### src/rtl/histeq_frame_sequencer.sv
// Histogram equalizer frame phase controller: clear, input, CDF, output.
// Owns the shared m2 port and hands it to whichever stage is active.
module histeq_frame_sequencer #(
    parameter int           NUM_BINS   = 256,
    parameter logic [127:0] CLEAR_WORD = 128'h0
) (
    input  logic         clock,
    input  logic         rst_n,
    input  logic         frame_start,
    output logic         frame_busy,
    output logic         frame_done,
    output logic         base_offset,
    output logic         ip_start,
    input  logic         ip_done,
    input  logic [15:0]  ip_m2ReadAddr,
    input  logic [15:0]  ip_m2WriteAddr,
    input  logic [127:0] ip_m2WriteBus,
    input  logic         ip_m2WE,
    output logic         cdf_start,
    input  logic         cdf_done,
    input  logic [15:0]  cdf_m2ReadAddr,
    input  logic [15:0]  cdf_m2WriteAddr,
    input  logic [127:0] cdf_m2WriteBus,
    input  logic         cdf_m2WE,
    output logic         out_start,
    input  logic         out_done,
    output logic [15:0]  m2ReadAddr,
    output logic [15:0]  m2WriteAddr,
    output logic [127:0] m2WriteBus,
    output logic         m2WE
);

    typedef enum logic [2:0] {
        IDLE, CLEAR, INPUT, CDF, OUTPUT, DONE
    } state_t;

    localparam logic [15:0] LAST_BIN = 16'(NUM_BINS - 1);

    state_t      state;
    logic [15:0] clr_cnt;

    always_ff @(posedge clock or negedge rst_n) begin
        if (!rst_n) begin
            state       <= IDLE;
            clr_cnt     <= '0;
            base_offset <= 1'b0;
        end else begin
            unique case (state)
                IDLE: begin
                    if (frame_start) state <= CLEAR;
                end
                CLEAR: begin
                    if (clr_cnt == LAST_BIN) begin
                        clr_cnt <= '0;
                        state   <= INPUT;
                    end else begin
                        clr_cnt <= clr_cnt + 16'd1;
                    end
                end
                INPUT: begin
                    if (ip_done) state <= CDF;
                end
                CDF: begin
                    if (cdf_done) state <= OUTPUT;
                end
                OUTPUT: begin
                    if (out_done) state <= DONE;
                end
                DONE: begin
                    base_offset <= ~base_offset;
                    state       <= IDLE;
                end
                default: state <= IDLE;
            endcase
        end
    end

    // Starts and done are decodes of the state register, so reset drops them at once.
    assign frame_busy = (state != IDLE);
    assign frame_done = (state == DONE);
    assign ip_start   = (state == INPUT);
    assign cdf_start  = (state == CDF);
    assign out_start  = (state == OUTPUT);

    always_comb begin
        m2ReadAddr  = '0;
        m2WriteAddr = '0;
        m2WriteBus  = '0;
        m2WE        = 1'b0;
        unique case (state)
            CLEAR: begin
                m2WriteAddr = clr_cnt;
                m2WriteBus  = CLEAR_WORD;
                m2WE        = 1'b1;
            end
            INPUT: begin
                m2ReadAddr  = ip_m2ReadAddr;
                m2WriteAddr = ip_m2WriteAddr;
                m2WriteBus  = ip_m2WriteBus;
                m2WE        = ip_m2WE;
            end
            CDF: begin
                m2ReadAddr  = cdf_m2ReadAddr;
                m2WriteAddr = cdf_m2WriteAddr;
                m2WriteBus  = cdf_m2WriteBus;
                m2WE        = cdf_m2WE;
            end
            default: begin
                m2WE = 1'b0;
            end
        endcase
    end

endmodule
### config.mk
export PLATFORM = sky130hd
export DESIGN_NAME = histeq_frame_sequencer
export DESIGN_NICKNAME = d
export VERILOG_FILES = /design/src/rtl/histeq_frame_sequencer.sv
export SDC_FILE = /design/constraint.sdc
export NUM_CORES = 1
export LEC_CHECK = 0
export BUFFER_PORTS_ARGS = -buffer_cell sky130_fd_sc_hd__buf_2
export CAP_MARGIN = 20
export CORE_AREA = 2 2 190 192
export CTS_CLUSTER_SIZE = 8
export DETAILED_ROUTE_END_ITERATION = 12
export DIE_AREA = 0 0 192 194
export GPL_TIMING_DRIVEN = 0
export PLACE_DENSITY = 0.33
export SYNTH_ARGS = -nofsm -noshare
export SYNTH_HDL_FRONTEND = slang
export SYNTH_SLANG_ARGS = --single-unit
### constraint.sdc
create_clock -name clock -period 2.3 [get_ports clock]
set_input_delay 0.46 -clock clock [delete_from_list [all_inputs] [get_ports clock]]
set_output_delay 0.46 -clock clock [all_outputs]
set_load 0.01 [all_outputs]
# == Yosys cells after proc, flatten, opt, wreduce, memory -nomap -nowiden ==
# Cells that the tools add are included.
# totals
inputBits,328
latchBits,0
register_bits,20
ramBits,0
out_inout_bits,167
romBits,0
mem_count,0
elab_cells,30
# op_classes
n_lt_le_gt_ge,0
n_reduce_logical,3
eq_ne,11
div,0
n_mul,0
addsub,1
n_bitwise,1
n_shift,0
n_mux,11
# ops
op,n
128-bit case mux with 2 select lines,1
16-bit case mux with 3 select lines,1
16-bit case mux with 2 select lines,1
16-bit by 1-bit adder with 16-bit output (second input constant),1
16-bit by 8-bit == test with 1-bit output (second input constant),1
16-bit two-way mux,1
3-bit two-way mux,5
3-bit case mux with 5 select lines,1
3-bit by 2-bit == test with 1-bit output (second input constant),2
3-bit == test (second input constant),2
2-bit by 1-bit inequality test with 1-bit output (second input constant),3
5-bit AND reduction,1
2-bit inequality test (second input constant),2
3-bit by 1-bit == test with 1-bit output (second input constant),1
3-bit zero test,1
1-bit case mux with 3 select lines,1
3-bit nonzero test,1
1-bit NOT,1

# == Longest topological paths before layout ==
# depth
ltp_word,3
mapped_depth,6
ltp_nobuf,5

# == Least setup slack after synthesis ==
# Ideal clock, no wire load.
# synth_path
path_type,flip-flop to output port
startpoint,register state[0]
endpoint,output port m2WriteAddr[10]
t_required_ns,1.840
arrival_time_ns,1.403
path_slack_ns,0.437
path_stages_with_launch,6
path_buffers,2
cell_sequence,dfrtp_1 -> buf_2 -> nor2_1 -> clkbuf_1 -> a22oi_1 -> nor2_1
# synth_via
elab_chain_len,2
word_cells_on_any_way,4
cone_classes,eq/ne: 3; mux: 1
# synth_rtl
element,line_no,source
start: declaration,39,state_t state;
start signal: assignment,44,state <= IDLE;
start signal: assignment,50,if (frame_start) state <= CLEAR;
start signal: assignment,55,state <= INPUT;
3-bit by 2-bit == test with 1-bit output / 3-bit by 1-bit == test with 1-bit output (equally long branches),90,unique case (state)
16-bit case mux with 3 select lines (*),90,
end: declaration,28,"output logic [15:0] m2WriteAddr,"
# Mark *: on every way between the ends. The rest lies on a longest branch, timed or not.

# == Final worst setup path ==
# layout_path
startpoint,register state[2]
endpoint,output port m2WriteBus[57]
# layout_via
elab_chain_len,2
word_cells_on_any_way,3
cone_classes,eq/ne: 2; mux: 1
# layout_rtl
element,line_no,source
3-bit by 2-bit == test with 1-bit output,90,
128-bit case mux with 2 select lines (*),90,
end: declaration,29,"output logic [127:0] m2WriteBus,"
# Marked as above.

==> results_dict.tcl <==
set metrics [dict create \
    status "finished, final reports clean" \
    reg2reg_slack_ns 0.43 \
    n_fill_cell 4020 \
    clkSinkCount 20 \
    drive_above_1_share_pct 69.7 \
    synth-seq-area-share_pct 17.7 \
    drt_iter0_drc 131 \
    core_um2 35200 \
    tns_ns 0 \
    start_util_pct 8.01 \
    layout_common_cells "buf_2 (471), a22o_1 (130), nor2_1 (24), buf_6 (22), dfrtp_1 (19)" \
    clockRootBuffer "clkbuf_16" \
    htree_levels 1 \
    finalWeightedCongestion 0.838 \
    fmax_mhz 443 \
    postLayoutCoreUtil_pct 19.0 \
    syn_avg_cell_area_um2 8.49 \
    dr.pass1.iters 4 \
    crit_top_cell "buf_8" \
    ir_drop_uv 174 \
    rsz0062_at_grt "yes" \
    slew_headroom_pct 65.1 \
    route.detailed.drc 0 \
    crit_fanout 10 \
    crit_path_max_incr_delay_ns 0.37 \
    die_h_um 194 \
    setup_slack_ns 0.0404 \
    io_buffer_count 494 \
    period_minus_slack_ns 2.26 \
    vias_per_cell 3.90 \
    reg2reg_depth 5 \
    std_cell_rows 69 \
    hold_viol_final 0 \
    vias 5069 \
    grt_pass1_wl_mm 35.5 \
    path_depth 7 \
    grt-ovfl-total 0 \
    cts_tree "done" \
    yosys-top-cells-area "a22o_1 (45%), dfrtp_1 (18%), mux2_2 (6.4%), a22oi_1 (4.5%), buf_2 (3.5%)" \
    cp_slowest_cell "dfrtp_1" \
    clk_latency_ns 0.26 \
    cts_buffer_depth 2 \
    drt-wirelength-per-cell_um 20.7 \
    grt_pass1_vias 5100 \
    layout_commonest_cell "buf_2" \
    yosysWarnings 0 \
    syn_nets 661 \
    setup_viol 0 \
    detail_route.wirelength_mm 27.0 \
    clk_pin_slew_ns 0.06 \
    critPathTopFamily "buffers and inverters" \
    start_kind "flip-flop" \
    period_share_pct 98.2 \
    ys_ff_latch 20 \
    cts_buffers 3 \
    cp.arrival_ns 1.80 \
    pin_count 495 \
    path_buf_inv 5 \
    critPathKind "flip-flop to primary output" \
    nets 1168 \
    netlist_instances 332 \
    hold_path_class "input port to asynchronous set/reset pin" \
    clock_skew_ns 0.00329 \
    p_leak_uw 0.00376 \
    antenna_found_initial 2 \
    powerDensity_nw_per_um2 159 \
    path_cells "buf_6, nor3_4, buf_8, buf_12, buf_8, a22o_1, buf_2" \
    tightest_slew_ns 0.523 \
    synth_cell_types 34 \
    ant_nets 0 \
    cp_data_required_time_ns 1.84 \
    maxCapViolations 0 \
    synth_top_area_cell "a22o_1" \
    netlist.area_leader.share_pct 44.7 \
    pre_cts_slack_ns -1.08 \
    synthesis.area_um2 2820 \
    hpwlAfterDp_mm 23.0 \
    track_usage_pct 13.2 \
    area_growth_pct 138 \
    chipWidth_um 192 \
    die-area_um2 37200 \
    slew_viol_final 0 \
    grt_max_degree 21 \
    crit_path_end_kind "primary output" \
]
-- where the power goes --
group	switching, µW	total, µW	internal (µW)
Sequential	0	352	352
Combinational	109	306	197
Clock	144	410	266
Total	254	1070	814
-- cell families (layout without fill, tap and decap cells) --
kind of cell | count (synthesis) | count (layout) | share of synthesized area, %
AO/OA/AOI/OAI | 171 | 171 | 51.4
AND/OR/NAND/NOR | 67 | 67 | 12.8
buffers and inverters | 43 | 549 | 6.88
flip-flops | 20 | 20 | 17.7
multiplexers | 16 | 16 | 6.39
XOR/XNOR | 14 | 14 | 4.35
adder cells (fa/ha/maj) | 1 | 1 | 0.444
other | 0 | 2 | 0
-- routing by layer --
metal / vias to the layer above / track usage (%) / wire [µm]
met5: - / 0 / 0
met4: 0 / 3.85 / 739
met3: 18 / 3.06 / 2340
met2: 296 / 23.9 / 13400
met1: 2390 / 15.3 / 10500
li1: 2365 / - / -
-- sequential cells by signal, indices dropped and copies added (netlist names) --
register,cells
clr_cnt,16
base_offset,1
state,3
-- layout make-up --
class                   count  area (µm²)  area share [%]
well taps                 461         577            8.60
plain buffers              41         557            8.30
multi-input cells         269        2280            34.0
inverters                   2        12.5           0.187
clock buffers               4        88.8            1.32
repair buffers            502        2690            40.1
diodes                      2        5.00          0.0746
flip-flops and latches     20         502            7.48
-- Yosys cell counts --
cell type  number
nand2_1        12
nand2b_1        1
nor3b_1         2
xor2_1          6
nor2_1         25
o21ai_0         5
and4bb_4        1
clkbuf_1       16
a21o_1          3
nor4_4          1
nor3_1          4
and4_1          1
a22oi_1        17
a21oi_1         1
nand4_1         5
buf_2          20
a22o_1        144
or4_4           1
inv_1           2
buf_1           4
or3b_1          1
and4_4          1
buf_6           1
nand3_1         4
nor2b_1         2
or4_1           1
xnor2_1         8
and2_1          2
dfrtp_1        20
ha_1            1
and3_1          2
or3_1           1
mux2_2         16
o221ai_1        1
-- through the flow --
| stage | std cells | hold slack [ns] | power, µW | area [µm²] |
|---|---|---|---|---|
| after detailed placement | 1287 | 0.458 | 658 | 5870 |
| after floorplan | 332 | 0.164 | 363 | 2820 |
| final | 1301 | 0.158 | 1070 | 6710 |
| after CTS | 1297 | 0.179 | 1070 | 6460 |
| after global placement | 1287 | 0.452 | 657 | 5870 |
| after global routing | 1301 | 0.204 | 1120 | 6710 |
-- repair_timing --
item	in CTS	in global routing
setup buffers	5	1
hold buffers	0	0
endpoints found under the hold margin	0	0
resized for setup	119	54
endpoints found under the setup margin	164	120
pin swaps	9	10
gates cloned	1	1
-- path summary, 6_finish.rpt --
check,start,endpoint
worst max-delay path,state[2],m2WriteBus[57]
worst min-delay path,rst_n,clr_cnt[6]
worst max register to register,state[2],clr_cnt[5]
worst min register to register,base_offset,base_offset
max in group asynchronous,rst_n,state[1]
min in group clock,out_done,state[0]
Note: power is estimated with default switching activity, not from simulation.
